[src/rtl/object_centroid_tracker_pkg.sv]
// Shared widths and FSM state encoding for the centroid tracker.
package tracker_pkg;
    localparam int unsigned CNT_W = 17;
    localparam int unsigned SUM_W = 25;
    localparam int unsigned X_W   = 9;
    localparam int unsigned Y_W   = 8;

    typedef enum logic [1:0] {
        ACCUM,
        DIVIDE,
        PUBLISH
    } tracker_state_e;
endpackage

[src/rtl/object_centroid_tracker_seq_divider.sv]
// Restoring divider, one quotient bit per cycle MSB first; DVD_W cycles after start.
module seq_divider #(
    parameter int unsigned DVD_W = 25,
    parameter int unsigned DVS_W = 17,
    parameter int unsigned Q_W   = DVD_W
) (
    input  logic             clock,
    input  logic             reset_n,
    input  logic             start_i,
    input  logic [DVD_W-1:0] dividend_i,
    input  logic [DVS_W-1:0] divisor_i,
    output logic             done_o,
    output logic [Q_W-1:0]   quotient_o
);
    localparam int unsigned ITER_W = $clog2(DVD_W);

    logic [DVD_W-1:0]  quo_q;
    logic [DVS_W-1:0]  rem_q, rem_d, dvs_q;
    logic [ITER_W-1:0] iter_q;
    logic              run_q;
    logic [DVS_W:0]    trial;
    logic              ge;

    // Remainder stays below the divisor, so DVS_W bits plus the shifted-in bit suffice.
    always_comb begin
        trial = {rem_q, quo_q[DVD_W-1]};
        ge    = (trial >= {1'b0, dvs_q});
        rem_d = ge ? DVS_W'(trial - {1'b0, dvs_q}) : trial[DVS_W-1:0];
    end

    assign done_o     = run_q && (iter_q == ITER_W'(DVD_W - 1));
    assign quotient_o = quo_q[Q_W-1:0];

    always_ff @(posedge clock or negedge reset_n) begin
        if (!reset_n) begin
            quo_q  <= '0;
            rem_q  <= '0;
            dvs_q  <= '0;
            iter_q <= '0;
            run_q  <= 1'b0;
        end else if (start_i) begin
            quo_q  <= dividend_i;
            rem_q  <= '0;
            dvs_q  <= divisor_i;
            iter_q <= '0;
            run_q  <= 1'b1;
        end else if (run_q) begin
            rem_q  <= rem_d;
            quo_q  <= {quo_q[DVD_W-2:0], ge};
            iter_q <= iter_q + ITER_W'(1);
            if (done_o) run_q <= 1'b0;
        end
    end
endmodule

[src/rtl/object_centroid_tracker.sv]
// Accumulates matched pixel coordinates per frame and publishes their centroid and lock flag.
module object_centroid_tracker
    import tracker_pkg::*;
#(
    parameter int unsigned WIDTH     = 320,
    parameter int unsigned HEIGHT    = 240,
    parameter int unsigned MIN_COUNT = 64
) (
    input  logic           clock,
    input  logic           reset_n,
    input  logic           pix_valid,
    input  logic [X_W-1:0] pix_x,
    input  logic [Y_W-1:0] pix_y,
    input  logic           pix_match,
    input  logic           frame_end,
    output logic [X_W-1:0] x_pos,
    output logic [Y_W-1:0] y_pos,
    output logic           en,
    output logic           update,
    output logic           busy
);
    localparam logic [X_W:0]     WIDTH_L  = (X_W + 1)'(WIDTH);
    localparam logic [Y_W:0]     HEIGHT_L = (Y_W + 1)'(HEIGHT);
    localparam logic [CNT_W-1:0] MIN_L    = CNT_W'(MIN_COUNT);

    tracker_state_e   state_q;
    logic [CNT_W-1:0] cnt_q, cnt_d, cnt_snap;
    logic [SUM_W-1:0] sum_x_q, sum_x_d, sum_x_snap;
    logic [SUM_W-1:0] sum_y_q, sum_y_d, sum_y_snap;
    logic             hit, lock, div_start, done_x, done_y, en_next_q;
    logic [X_W-1:0]   quo_x, x_pos_q;
    logic [Y_W-1:0]   quo_y, y_pos_q;
    logic             en_q, update_q, busy_q;

    // The snapshot includes a pixel that coincides with frame_end; the next frame starts at zero.
    always_comb begin
        hit        = pix_valid & pix_match & ({1'b0, pix_x} < WIDTH_L) & ({1'b0, pix_y} < HEIGHT_L);
        cnt_snap   = cnt_q + CNT_W'(hit);
        sum_x_snap = sum_x_q + (hit ? SUM_W'(pix_x) : '0);
        sum_y_snap = sum_y_q + (hit ? SUM_W'(pix_y) : '0);
        cnt_d      = frame_end ? '0 : cnt_snap;
        sum_x_d    = frame_end ? '0 : sum_x_snap;
        sum_y_d    = frame_end ? '0 : sum_y_snap;
        lock       = (cnt_snap >= MIN_L);
        div_start  = (state_q == ACCUM) && frame_end && lock;
    end

    always_ff @(posedge clock or negedge reset_n) begin
        if (!reset_n) begin
            cnt_q   <= '0;
            sum_x_q <= '0;
            sum_y_q <= '0;
        end else begin
            cnt_q   <= cnt_d;
            sum_x_q <= sum_x_d;
            sum_y_q <= sum_y_d;
        end
    end

    seq_divider #(.DVD_W(SUM_W), .DVS_W(CNT_W), .Q_W(X_W)) u_div_x (
        .clock      (clock),
        .reset_n    (reset_n),
        .start_i    (div_start),
        .dividend_i (sum_x_snap),
        .divisor_i  (cnt_snap),
        .done_o     (done_x),
        .quotient_o (quo_x)
    );

    seq_divider #(.DVD_W(SUM_W), .DVS_W(CNT_W), .Q_W(Y_W)) u_div_y (
        .clock      (clock),
        .reset_n    (reset_n),
        .start_i    (div_start),
        .dividend_i (sum_y_snap),
        .divisor_i  (cnt_snap),
        .done_o     (done_y),
        .quotient_o (quo_y)
    );

    // busy lags the DIVIDE state by one cycle so it spans the 25 iteration edges.
    always_ff @(posedge clock or negedge reset_n) begin
        if (!reset_n) begin
            state_q   <= ACCUM;
            en_next_q <= 1'b0;
            x_pos_q   <= X_W'(WIDTH / 2);
            y_pos_q   <= Y_W'(HEIGHT / 2);
            en_q      <= 1'b0;
            update_q  <= 1'b0;
            busy_q    <= 1'b0;
        end else begin
            update_q <= 1'b0;
            busy_q   <= (state_q == DIVIDE);
            case (state_q)
                ACCUM: begin
                    if (frame_end) begin
                        en_next_q <= lock;
                        state_q   <= lock ? DIVIDE : PUBLISH;
                    end
                end
                DIVIDE: begin
                    if (done_x && done_y) state_q <= PUBLISH;
                end
                PUBLISH: begin
                    en_q <= en_next_q;
                    if (en_next_q) begin
                        x_pos_q <= quo_x;
                        y_pos_q <= quo_y;
                    end
                    update_q <= 1'b1;
                    state_q  <= ACCUM;
                end
                default: state_q <= ACCUM;
            endcase
        end
    end

    assign x_pos  = x_pos_q;
    assign y_pos  = y_pos_q;
    assign en     = en_q;
    assign update = update_q;
    assign busy   = busy_q;
endmodule

[config.mk]
export PLATFORM = sky130hd
export DESIGN_NAME = object_centroid_tracker
export DESIGN_NICKNAME = d
export VERILOG_FILES = /design/src/rtl/object_centroid_tracker_pkg.sv /design/src/rtl/object_centroid_tracker_seq_divider.sv /design/src/rtl/object_centroid_tracker.sv
export SDC_FILE = /design/constraint.sdc
export NUM_CORES = 1
export LEC_CHECK = 0
export ABC_AREA = 1
export CAP_MARGIN = 20
export CORE_ASPECT_RATIO = 0.6
export CORE_MARGIN = 1.5
export CORE_UTILIZATION = 55
export CTS_CLUSTER_DIAMETER = 80
export DETAILED_ROUTE_END_ITERATION = 8
export GPL_TIMING_DRIVEN = 0
export PLACE_DENSITY = 0.83
export SLEW_MARGIN = 40
export SYNTH_ARGS = -nofsm -noshare
export SYNTH_HDL_FRONTEND = slang
export SYNTH_SLANG_ARGS = --single-unit
[constraint.sdc]
create_clock -name clock -period 6.2 [get_ports clock]
set_input_delay 1.24 -clock clock [delete_from_list [all_inputs] [get_ports clock]]
set_output_delay 1.24 -clock clock [all_outputs]
set_load 0.03 [all_outputs]
## Word level (Yosys, flattened, before mapping)

Cells that the tools add are included.

- Register bits: 203
- Input bits: 22
- Logic and storage cells: 81

- Add/subtract/negate cells: 7
- $lt $le $gt $ge: 5
- Equality and inequality tests: 6
- Multiplexer cells: 30
- Bitwise gates (word level): 3
- Reduce and logical (&&, ||, !) cells: 11

Operators with widths:

| kind | number |
|---|---|
| two-way mux 25 bit | 6 |
| two-way mux 17 bit | 7 |
| greater-or-equal comparator 18 x 17 -> 1 bit | 2 |
| subtractor 17 bit | 2 |
| adder 25 x 8 -> 25 bit | 1 |
| adder 25 x 9 -> 25 bit | 1 |
| two-way mux 5 bit | 4 |
| adder 17 x 1 -> 17 bit | 1 |
| greater-or-equal comparator 17 x 7 -> 1 bit, second input constant | 1 |
| adder 5 x 1 -> 5 bit, second input constant | 2 |
| equality test 5 bit, second input constant | 2 |
| less-than comparator 9 bit, second input constant | 1 |
| two-way mux 9 bit | 1 |
| less-than comparator 8 bit, second input constant | 1 |
| two-way mux 8 bit | 1 |
| two-way mux 1 bit | 7 |
| two-way mux 2 bit | 3 |
| AND reduction 2 bit | 3 |
| logical AND 1 bit | 5 |
| case mux 2 bit (2 select lines) | 1 |
| nonzero test 2 bit | 2 |
| AND 1 bit | 3 |
| equality test 2 x 1 -> 1 bit, second input constant | 1 |
| equality test 2 bit, second input constant | 1 |
| 3 further kinds | 3 |

## Longest topological paths before layout

Gate-level depths: netlist of the first run.

- Word-level depth: 8
- Depth in mapped cells: 20
- Depth with buffers taken out: 19

## Modules after synthesis

Synthesis of the first run repeated with hierarchy kept, for this count alone.

- Cells, all modules: 1,817
- Area total of the unflattened synthesis: 13,704.4 µm²

Modules (own cells, without submodules):

| module | times used | cells each | area each (µm²) | sequential area each (µm²) |
|---|---|---|---|---|
| object_centroid_tracker | 1 | 732 | 5,564.1 | 2,259.7 |
| seq_divider (u_div_x) | 1 | 543 | 4,073.9 | 1,626.6 |
| seq_divider (u_div_y) | 1 | 542 | 4,066.4 | 1,626.6 |

## Worst setup path after synthesis of the first run

No wires, ideal clock.

- Path type: input -> register
- From: input pix_y[5]
- To: register u_div_x.quo_q[18]
- Arrival time: 3.779 ns
- Required time: 6.131 ns
- Path slack: 2.352 ns
- Cell stages on the path: 18
- Path buffers: 1
- Cell sequence: a41oi_1 and3_1 clkbuf_1 inv_1 nor2_1 ha_1 inv_1 fa_1 o21ai_0 nand2_1 nand2_1 nand2_1 nand2_1 nand2_1 or2_2 nand2_1 nand3_1 nand3_1

- Longest elaborated chain between the ends: 6
- Elaborated cells on any way between the ends: 9

Ends and longest elaborated chain:

| element | RTL line | RTL |
|---|---|---|
| from (decl) | object_centroid_tracker.sv:13 | `input logic [Y_W-1:0] pix_y,` |
| less-than comparator 8 bit (*) | object_centroid_tracker.sv:37 | `hit = pix_valid & pix_match & ({1'b0, pix_x} < WIDTH_L) & ({1'b0, pix_y} < HEIGHT_L);` |
| AND 1 bit (*) | object_centroid_tracker.sv:37 |  |
| adder 17 x 1 -> 17 bit | object_centroid_tracker.sv:38 | `cnt_snap = cnt_q + CNT_W'(hit);` |
| greater-or-equal comparator 17 x 7 -> 1 bit | object_centroid_tracker.sv:44 | `lock = (cnt_snap >= MIN_L);` |
| logical AND 1 bit | object_centroid_tracker.sv:45 | `div_start = (state_q == ACCUM) && frame_end && lock;` |
| two-way mux 25 bit or nonzero test 2 bit (tied branches) | - |  |
| to (signal assigned) | object_centroid_tracker_seq_divider.sv:42 | `quo_q <= dividend_i;` |
| to (signal assigned) | object_centroid_tracker_seq_divider.sv:49 | `quo_q <= {quo_q[DVD_W-2:0], ge};` |
| to (decl) | object_centroid_tracker_seq_divider.sv:17 | `logic [DVD_W-1:0] quo_q;` |

Mark *: on every way between the ends. The rest lies on a longest branch, timed or not.
A chain may end at the register's enable or synchronous reset.

## Worst setup path after layout of the first run

- From: input pix_x[6]
- To: register u_div_x.quo_q[18]

- Longest elaborated chain between the ends: 7
- Elaborated cells on any way between the ends: 10

Ends and longest elaborated chain:

| element | RTL line | RTL |
|---|---|---|
| from (decl) | object_centroid_tracker.sv:12 | `input logic [X_W-1:0] pix_x,` |
| less-than comparator 9 bit | object_centroid_tracker.sv:37 |  |
| AND 1 bit (2 in series) | object_centroid_tracker.sv:37 |  |
| adder 17 x 1 -> 17 bit | object_centroid_tracker.sv:38 |  |
| greater-or-equal comparator 17 x 7 -> 1 bit | object_centroid_tracker.sv:44 |  |
| logical AND 1 bit | object_centroid_tracker.sv:45 |  |
| two-way mux 25 bit or nonzero test 2 bit (tied branches) | - |  |

Several ways; a longest one is shown, not always the timed one.

==> results of run 1 <==
layout make-up:
type                       instances  area (um2)  share of cell area
clock inverter                     9       137.6            0.009579
inverter                         198       743.2             0.05173
clock buffer                      28       591.8             0.04119
buffer                            68       364.1             0.02534
sequential                       203        5087              0.3541
tap                              308       385.4             0.02682
timing repair buffer              43       470.5             0.03274
multi-input combinational       1244        6588              0.4585
sequential cells by signal, indices dropped and copies added (netlist names):
name,flops
u_div_x.rem_q,17
x_pos,9
state_q,2
cnt_q,17
en_next_q,1
u_div_x.run_q,1
busy,1
update,1
sum_y_q,25
sum_x_q,25
y_pos,8
u_div_y.rem_q,17
u_div_x.dvs_q,17
u_div_y.iter_q,5
en,1
u_div_x.iter_q,5
u_div_y.run_q,1
u_div_y.quo_q,25
u_div_x.quo_q,25
per-layer routing:
layer,GRT usage,vias to the layer above,wire length [um]
met5,0,-,0
met3,0.09839,56,4392
li1,-,5781,-
met1,0.4799,5819,17020
met4,0.05451,0,526
met2,0.4232,546,14200
critical path, stage by stage:
cell and delay [ns]:
clkdlybuf4s50_1 0.43, o21ai_0 0.36, and3_1 0.21, clkbuf_1 0.47, inv_1 0.31, nor2_1 0.18, ha_1 0.18, inv_1 0.05
fa_1 0.40, o21ai_0 0.56, nand2_1 0.10, nand2_1 0.20, nand2_1 0.07, nand2_1 0.17, nand2_1 0.12, or2_2 0.31
nand2_1 0.07, nand3_1 0.06, nand3_1 0.10
cell usage after synthesis, types with 3 or more instances:
library cell	number	area [um2]
nor3_1	6	30.03
dfrtp_1	197	4930
buf_4	3	22.52
clkbuf_1	45	168.9
or2_2	4	25.02
ha_1	57	713.2
clkinv_1	3	11.26
inv_1	193	724.4
nor4_1	5	31.28
buf_2	8	40.04
nand2_1	373	1400
buf_6	10	112.6
a21o_1	6	45.04
fa_1	4	80.08
xnor2_1	13	113.9
o21bai_1	3	22.52
nand3b_1	8	60.06
dfstp_2	6	157.7
nor2_2	5	31.28
a21oi_1	68	340.3
mux2_2	17	191.4
nand4_1	48	300.3
xor2_1	46	402.9
o21ai_0	70	350.3
nand3_1	330	1652
o21a_1	4	30.03
nor2_1	156	585.6
path summary, 6_finish.rpt:
path                                     endpoint  slack [ns]  cells after the start
min in group asynchronous              sum_x_q[2]        0.66                      1
max in group asynchronous       u_div_x.dvs_q[12]        4.76                      2
worst min register to register   u_div_x.dvs_q[7]        0.49                      2
worst max register to register  u_div_y.rem_q[11]        3.31                     14
worst min-delay path             u_div_x.dvs_q[7]        0.49                      2
worst max-delay path            u_div_x.quo_q[18]        1.05                     19
where the power goes:
group,switching (uW),internal [uW],total [uW]
clock network,554,802,1360
logic,1610,889,2500
registers,234,1640,1870
kinds of logic (layout without fill, tap and decap cells):
logic type,count (synthesis),in the layout
fa+ha+maj,61,61
mux,17,17
buf+inv,266,346
flops,203,203
xor+xnor,59,59
simple gates,946,946
compound gates,161,161
through the flow:
step | power (uW) | instances | setup WS [ns] | setup TNS (ns) | area (um2)
3_5_place_dp | 4299 | 2064 | 0.6538 | 0 | 13630
3_3_place_gp | 4219 | 2062 | -4.593 | -911.90 | 13560
6_report | 5730 | 2101 | 1.052 | 0 | 14370
2_1_floorplan | 3625 | 1713 | 2.352 | 0 | 12770
4_1_cts | 5665 | 2101 | 1.163 | 0 | 14360
5_1_grt | 6132 | 2101 | 0.7860 | 0 | 14370
==> results.py, run 1 <==
metrics = {
    "sta": {
        "setup_viol": 0,
        "period_minus_slack_ns": 5.148,
        "fmax_ghz": 0.1942,
        "worstMarginPinSlew_ns": 0.8437,
        "slew_viol_final": 0,
        "rsz0062_at_grt": "no",
        "finalHoldViolations": 0,
        "hold_slack_ns": 0.4907,
        "maxSlewHeadroom": 0.4351,
        "fin_crit_sh": 0.8304,
        "skew_ns": 0.01127,
    },
    "clock_tree": {
        "ctsResizeCount": 0,
        "clk_pin_slew_worst_paths_ns": 0.06,
        "numCtsBuffers": 21,
        "cts_setup_buffers": 0,
        "clock_latency_ns": 0.51,
        "cts_tree": "done",
        "cts-htree-levels": 1,
        "cts_root_buf": "clkbuf_16",
        "ctsHoldBuffers": 0,
        "clock_sinks": 203,
        "clockBufferDepth": 3,
    },
    "yosys": {
        "syn_area_per_cell_um2": 7.454,
        "synth_compound_area_frac": 0.06732,
        "yosys_most_used_dff": "dfrtp_1",
        "syn-cell-area_um2": 12770,
        "ys_types": 47,
        "syn_inst": 1713,
        "synth_top_family_by_area": "simple AND/OR/NAND/NOR gates",
        "syn-num-nets": 1796,
        "ys_seq_elements": 203,
        "synth_fa_ha_area_frac": 0.06213,
        "yosys.area_share.simple": 0.3300,
        "synth_edf_count": 0,
        "synth-xor-area-share": 0.04047,
        "ys_warn_count": 0,
        "synthMuxAreaShare": 0.01499,
        "async_reset_ff_frac": 1.000,
        "yosysSeqAreaShare": 0.3984,
    },
    "status": {
        "status": "completed",
    },
    "global_routing": {
        "grt_pass1_vias": 11302,
        "grt_start_max_net_pins": 74,
        "grt_overflow": 0,
        "global_route.usage.total": 0.3104,
        "antenna_found_initial": 0,
        "grt_pass1_wl_um": 58710,
    },
    "cells_and_area": {
        "nets": 1862,
        "fin_util": 0.6418,
        "layout_common_cells": "373 x nand2_1, 330 x nand3_1, 197 x dfrtp_1",
        "final_common_cell": "nand2_1",
        "area_delta_synth_final_pct": 12.52,
        "drive_gt1_frac": 0.05745,
        "diodes": 0,
        "num-fill-cells": 1957,
    },
    "placed_design": {
        "io_buffers": 41,
        "gp_congestion": 0.9812,
        "hpwl_um": 27410,
    },
    "die": {
        "start_util": 0.5704,
        "io_pins": 42,
        "coreArea_um2": 22390,
        "die_w_um": 199.7,
        "fp.dieH_um": 121.0,
        "row_count": 42,
        "die_area_um2": 24170,
    },
    "route": {
        "first_pass_iters": 8,
        "drtIter0Drc": 1395,
        "drc": 0,
        "wl_per_cell_um": 17.20,
        "viasPerCell": 5.808,
        "wl_um": 36140,
        "drt.antenna.violating_nets": 0,
        "vias": 12202,
    },
    "critical_path": {
        "crit_path_max_fanout": 5,
        "crit_path_end_kind": "register",
        "crit_start": "pix_x[6]",
        "start_kind": "primary input",
        "critPathKind": "in2reg",
        "critical_path_required_ns": 6.65,
        "r2r_start": "cnt_q[0]",
        "critPathArrivalTime_ns": 5.60,
    },
    "job": {
        "maxCapViolations": 0,
    },
    "worst_hold_path": {
        "hp-class": "reg2reg",
        "hold_start": "u_div_x.dvs_q[7]",
    },
    "pwr": {
        "power.leakage_uw": 0.007218,
        "vdd_drop_max_mv": 0.2405,
        "powerDensity_nw_per_um2": 398.8,
    },
}
No activity file was read; power rests on OpenSTA's default activity.
==> inputs of run 2 (changes only) <==
PLACE_DENSITY = 0.86   (was 0.83)
clock period = 4.17 ns   (was 6.2 ns; I/O delays follow)
==> run 2 against run 1 <==
Net effect: largest cell class unchanged; worst setup slack got worse by 0.83 ns; die area did not move; non-clock buffer count rose by 1; global-route usage fell by 0.23 points; register-to-register slack got worse by 1.9 ns; combinational power rose by 47%; hold slack got worse by 0.39 ns; clock power rose by 42%; via count fell by 0.66%; critical endpoint is now u_div_y.quo_q[22].
==> results.py, run 2 (same netlist as run 1, synthesis figures left out) <==
metrics = {
    "status": {
        "status": "completed",
    },
    "sta": {
        "fmax_ghz": 0.2535,
        "fin_crit_sh": 0.9461,
        "final.setup.tns_ns": 0,
        "worstMarginPinSlew_ns": 0.8104,
        "skew_ns": 0.01708,
        "finalHoldViolations": 0,
        "slew_viol_final": 0,
        "maxSlewHeadroom": 0.4574,
        "rsz0062_at_grt": "no",
        "setup_viol": 0,
        "period_minus_slack_ns": 3.945,
    },
    "route": {
        "viasPerCell": 5.775,
        "drt.antenna.violating_nets": 0,
        "first_pass_iters": 8,
        "wl_um": 36330,
        "drc": 0,
        "vias": 12122,
        "drtIter0Drc": 1319,
        "wl_per_cell_um": 17.31,
    },
    "global_routing": {
        "grtUsageMet2": 0.4217,
        "grt_overflow": 0,
        "grt-busiest-layer": "met1",
        "grt_pass1_vias": 11337,
        "grt_util_met1": 0.4634,
        "grt_pass1_wl_um": 58340,
        "met3_usage": 0.1031,
        "grt_start_max_net_pins": 76,
        "antenna_found_initial": 0,
        "global_route.usage.total": 0.3081,
    },
    "cells_and_area": {
        "diodes": 0,
        "fin_util": 0.6416,
        "stdcell_count": 2099,
        "num-fill-cells": 1942,
        "area_delta_synth_final_pct": 12.48,
        "nets": 1863,
        "final_area_um2": 14360,
        "layout_common_cells": "373 x nand2_1, 330 x nand3_1, 197 x dfrtp_1",
        "drive_gt1_frac": 0.05918,
        "multi_input_area_um2": 6596,
        "seq_area_um2": 5087,
        "final_common_cell": "nand2_1",
    },
    "worst_hold_path": {
        "hp-class": "in2async",
    },
    "clock_tree": {
        "ctsHoldBuffers": 0,
        "cts-htree-levels": 1,
        "cts_root_buf": "clkbuf_16",
        "cts_tree": "done",
        "clock_sinks": 203,
        "numCtsBuffers": 21,
        "ctsResizeCount": 2,
        "cts_setup_buffers": 0,
        "clockBufferDepth": 3,
        "clock_latency_ns": 0.52,
        "clk_pin_slew_worst_paths_ns": 0.07,
    },
    "placed_design": {
        "dp_cells": 2065,
        "io_buffers": 41,
        "hpwl_um": 27300,
        "gp_congestion": 0.9706,
        "place_area_um2": 13660,
    },
    "critical_path": {
        "path_cells": "clkdlybuf4s50_1, o21ai_1, and3_4, inv_1, nor2_1, ha_1, inv_1, fa_1, inv_1, nand3_1, nand2_1, nand3_1, nand2_1, nand2_1, nor2_1, xor2_1, nand3_1, nand3_1",
        "crit_path_end_kind": "register",
        "critPathKind": "in2reg",
        "crit_path_max_fanout": 5,
        "cp_slowest_cell": "clkdlybuf4s50_1",
        "crit_top_cell": "nand3_1",
        "critical_path_required_ns": 4.62,
        "critPathMaxStageDelay_ns": 0.44,
        "critPathArrivalTime_ns": 4.40,
        "start_kind": "primary input",
    },
    "job": {
        "maxCapViolations": 0,
    },
    "die": {
        "row_count": 42,
        "start_util": 0.5704,
        "fp.dieH_um": 121.0,
        "die_area_um2": 24170,
        "io_pins": 42,
        "coreArea_um2": 22390,
        "die_w_um": 199.7,
    },
    "pwr": {
        "powerDensity_nw_per_um2": 584.8,
        "p_sw_frac": 0.4229,
        "vdd_drop_max_mv": 0.3447,
        "p_sw_uw": 3552,
        "power_frac_clock": 0.230,
        "finalPower_uw": 8400,
        "p_comb_frac": 0.437,
        "internal-power_uw": 4848,
        "pwr-share-seq": 0.332,
        "power.leakage_uw": 0.007221,
    },
}
run 2: cell count changes in the layout (fill, tap and decap cells not counted), sizes merged:
cell and delta:
bufinv -1, buf +2, clkinv +4, clkinvlp -2
clkbuf -5
run 2: power groups by stage:
stage	clock network (uW)	registers [uW]	logic [uW]
global placement	0	2780	3460
global route	2020	2830	4160
finish	1930	2790	3670
CTS	1940	2780	3600
floorplan	0	2800	2590
detailed placement	0	2800	3570
run 2: critical path, delay by kind of cell:
kind | cells | cell delay [ns]
AO/OA/AOI/OAI | 1 | 0.26
buffers and inverters | 4 | 0.79
adder cells (fa/ha/maj) | 2 | 0.72
AND/OR/NAND/NOR | 10 | 1.48
XOR/XNOR | 1 | 0.29
run 2: worst paths after layout:
| kind | end | slack (ns) | depth (start not counted) | from |
|---|---|---|---|---|
| min in group clock | u_div_x.dvs_q[16] | 0.50 | 2 | u_div_x.dvs_q[16] |
| min | sum_x_q[5] | 0.10 | 1 | reset_n |
| min reg2reg | u_div_x.dvs_q[16] | 0.50 | 2 | u_div_x.dvs_q[16] |
| max in group asynchronous | cnt_q[7] | 3.20 | 3 | reset_n |
| max | u_div_y.quo_q[22] | 0.22 | 18 | pix_x[6] |
| max reg2reg | u_div_x.rem_q[1] | 1.38 | 14 | cnt_q[0] |
run 2: final cells by class:
type,instances,area share
multi-input combinational,1244,0.4593
sequential,203,0.3542
inverter,198,0.05175
clock buffer,24,0.03877
timing repair buffer,45,0.03546
tap,308,0.02683
buffer,67,0.02509
clock inverter,10,0.008624
run 2: routing by layer:
layer / up-vias / wire [um]
met1: 5712 / 16830
met3: 62 / 4413
li1: 5771 / -
met5: - / 0
met2: 577 / 14270
met4: 0 / 817
run 2: stage by stage:
step	setup slack (ns)	hold WS (ns)
2_1_floorplan	0.7279	0.4524
3_3_place_gp	-6.189	0.4675
3_5_place_dp	-0.9336	0.4783
4_1_cts	0.1030	0.09399
5_1_grt	0.003285	0.09645
6_report	0.2249	0.1022
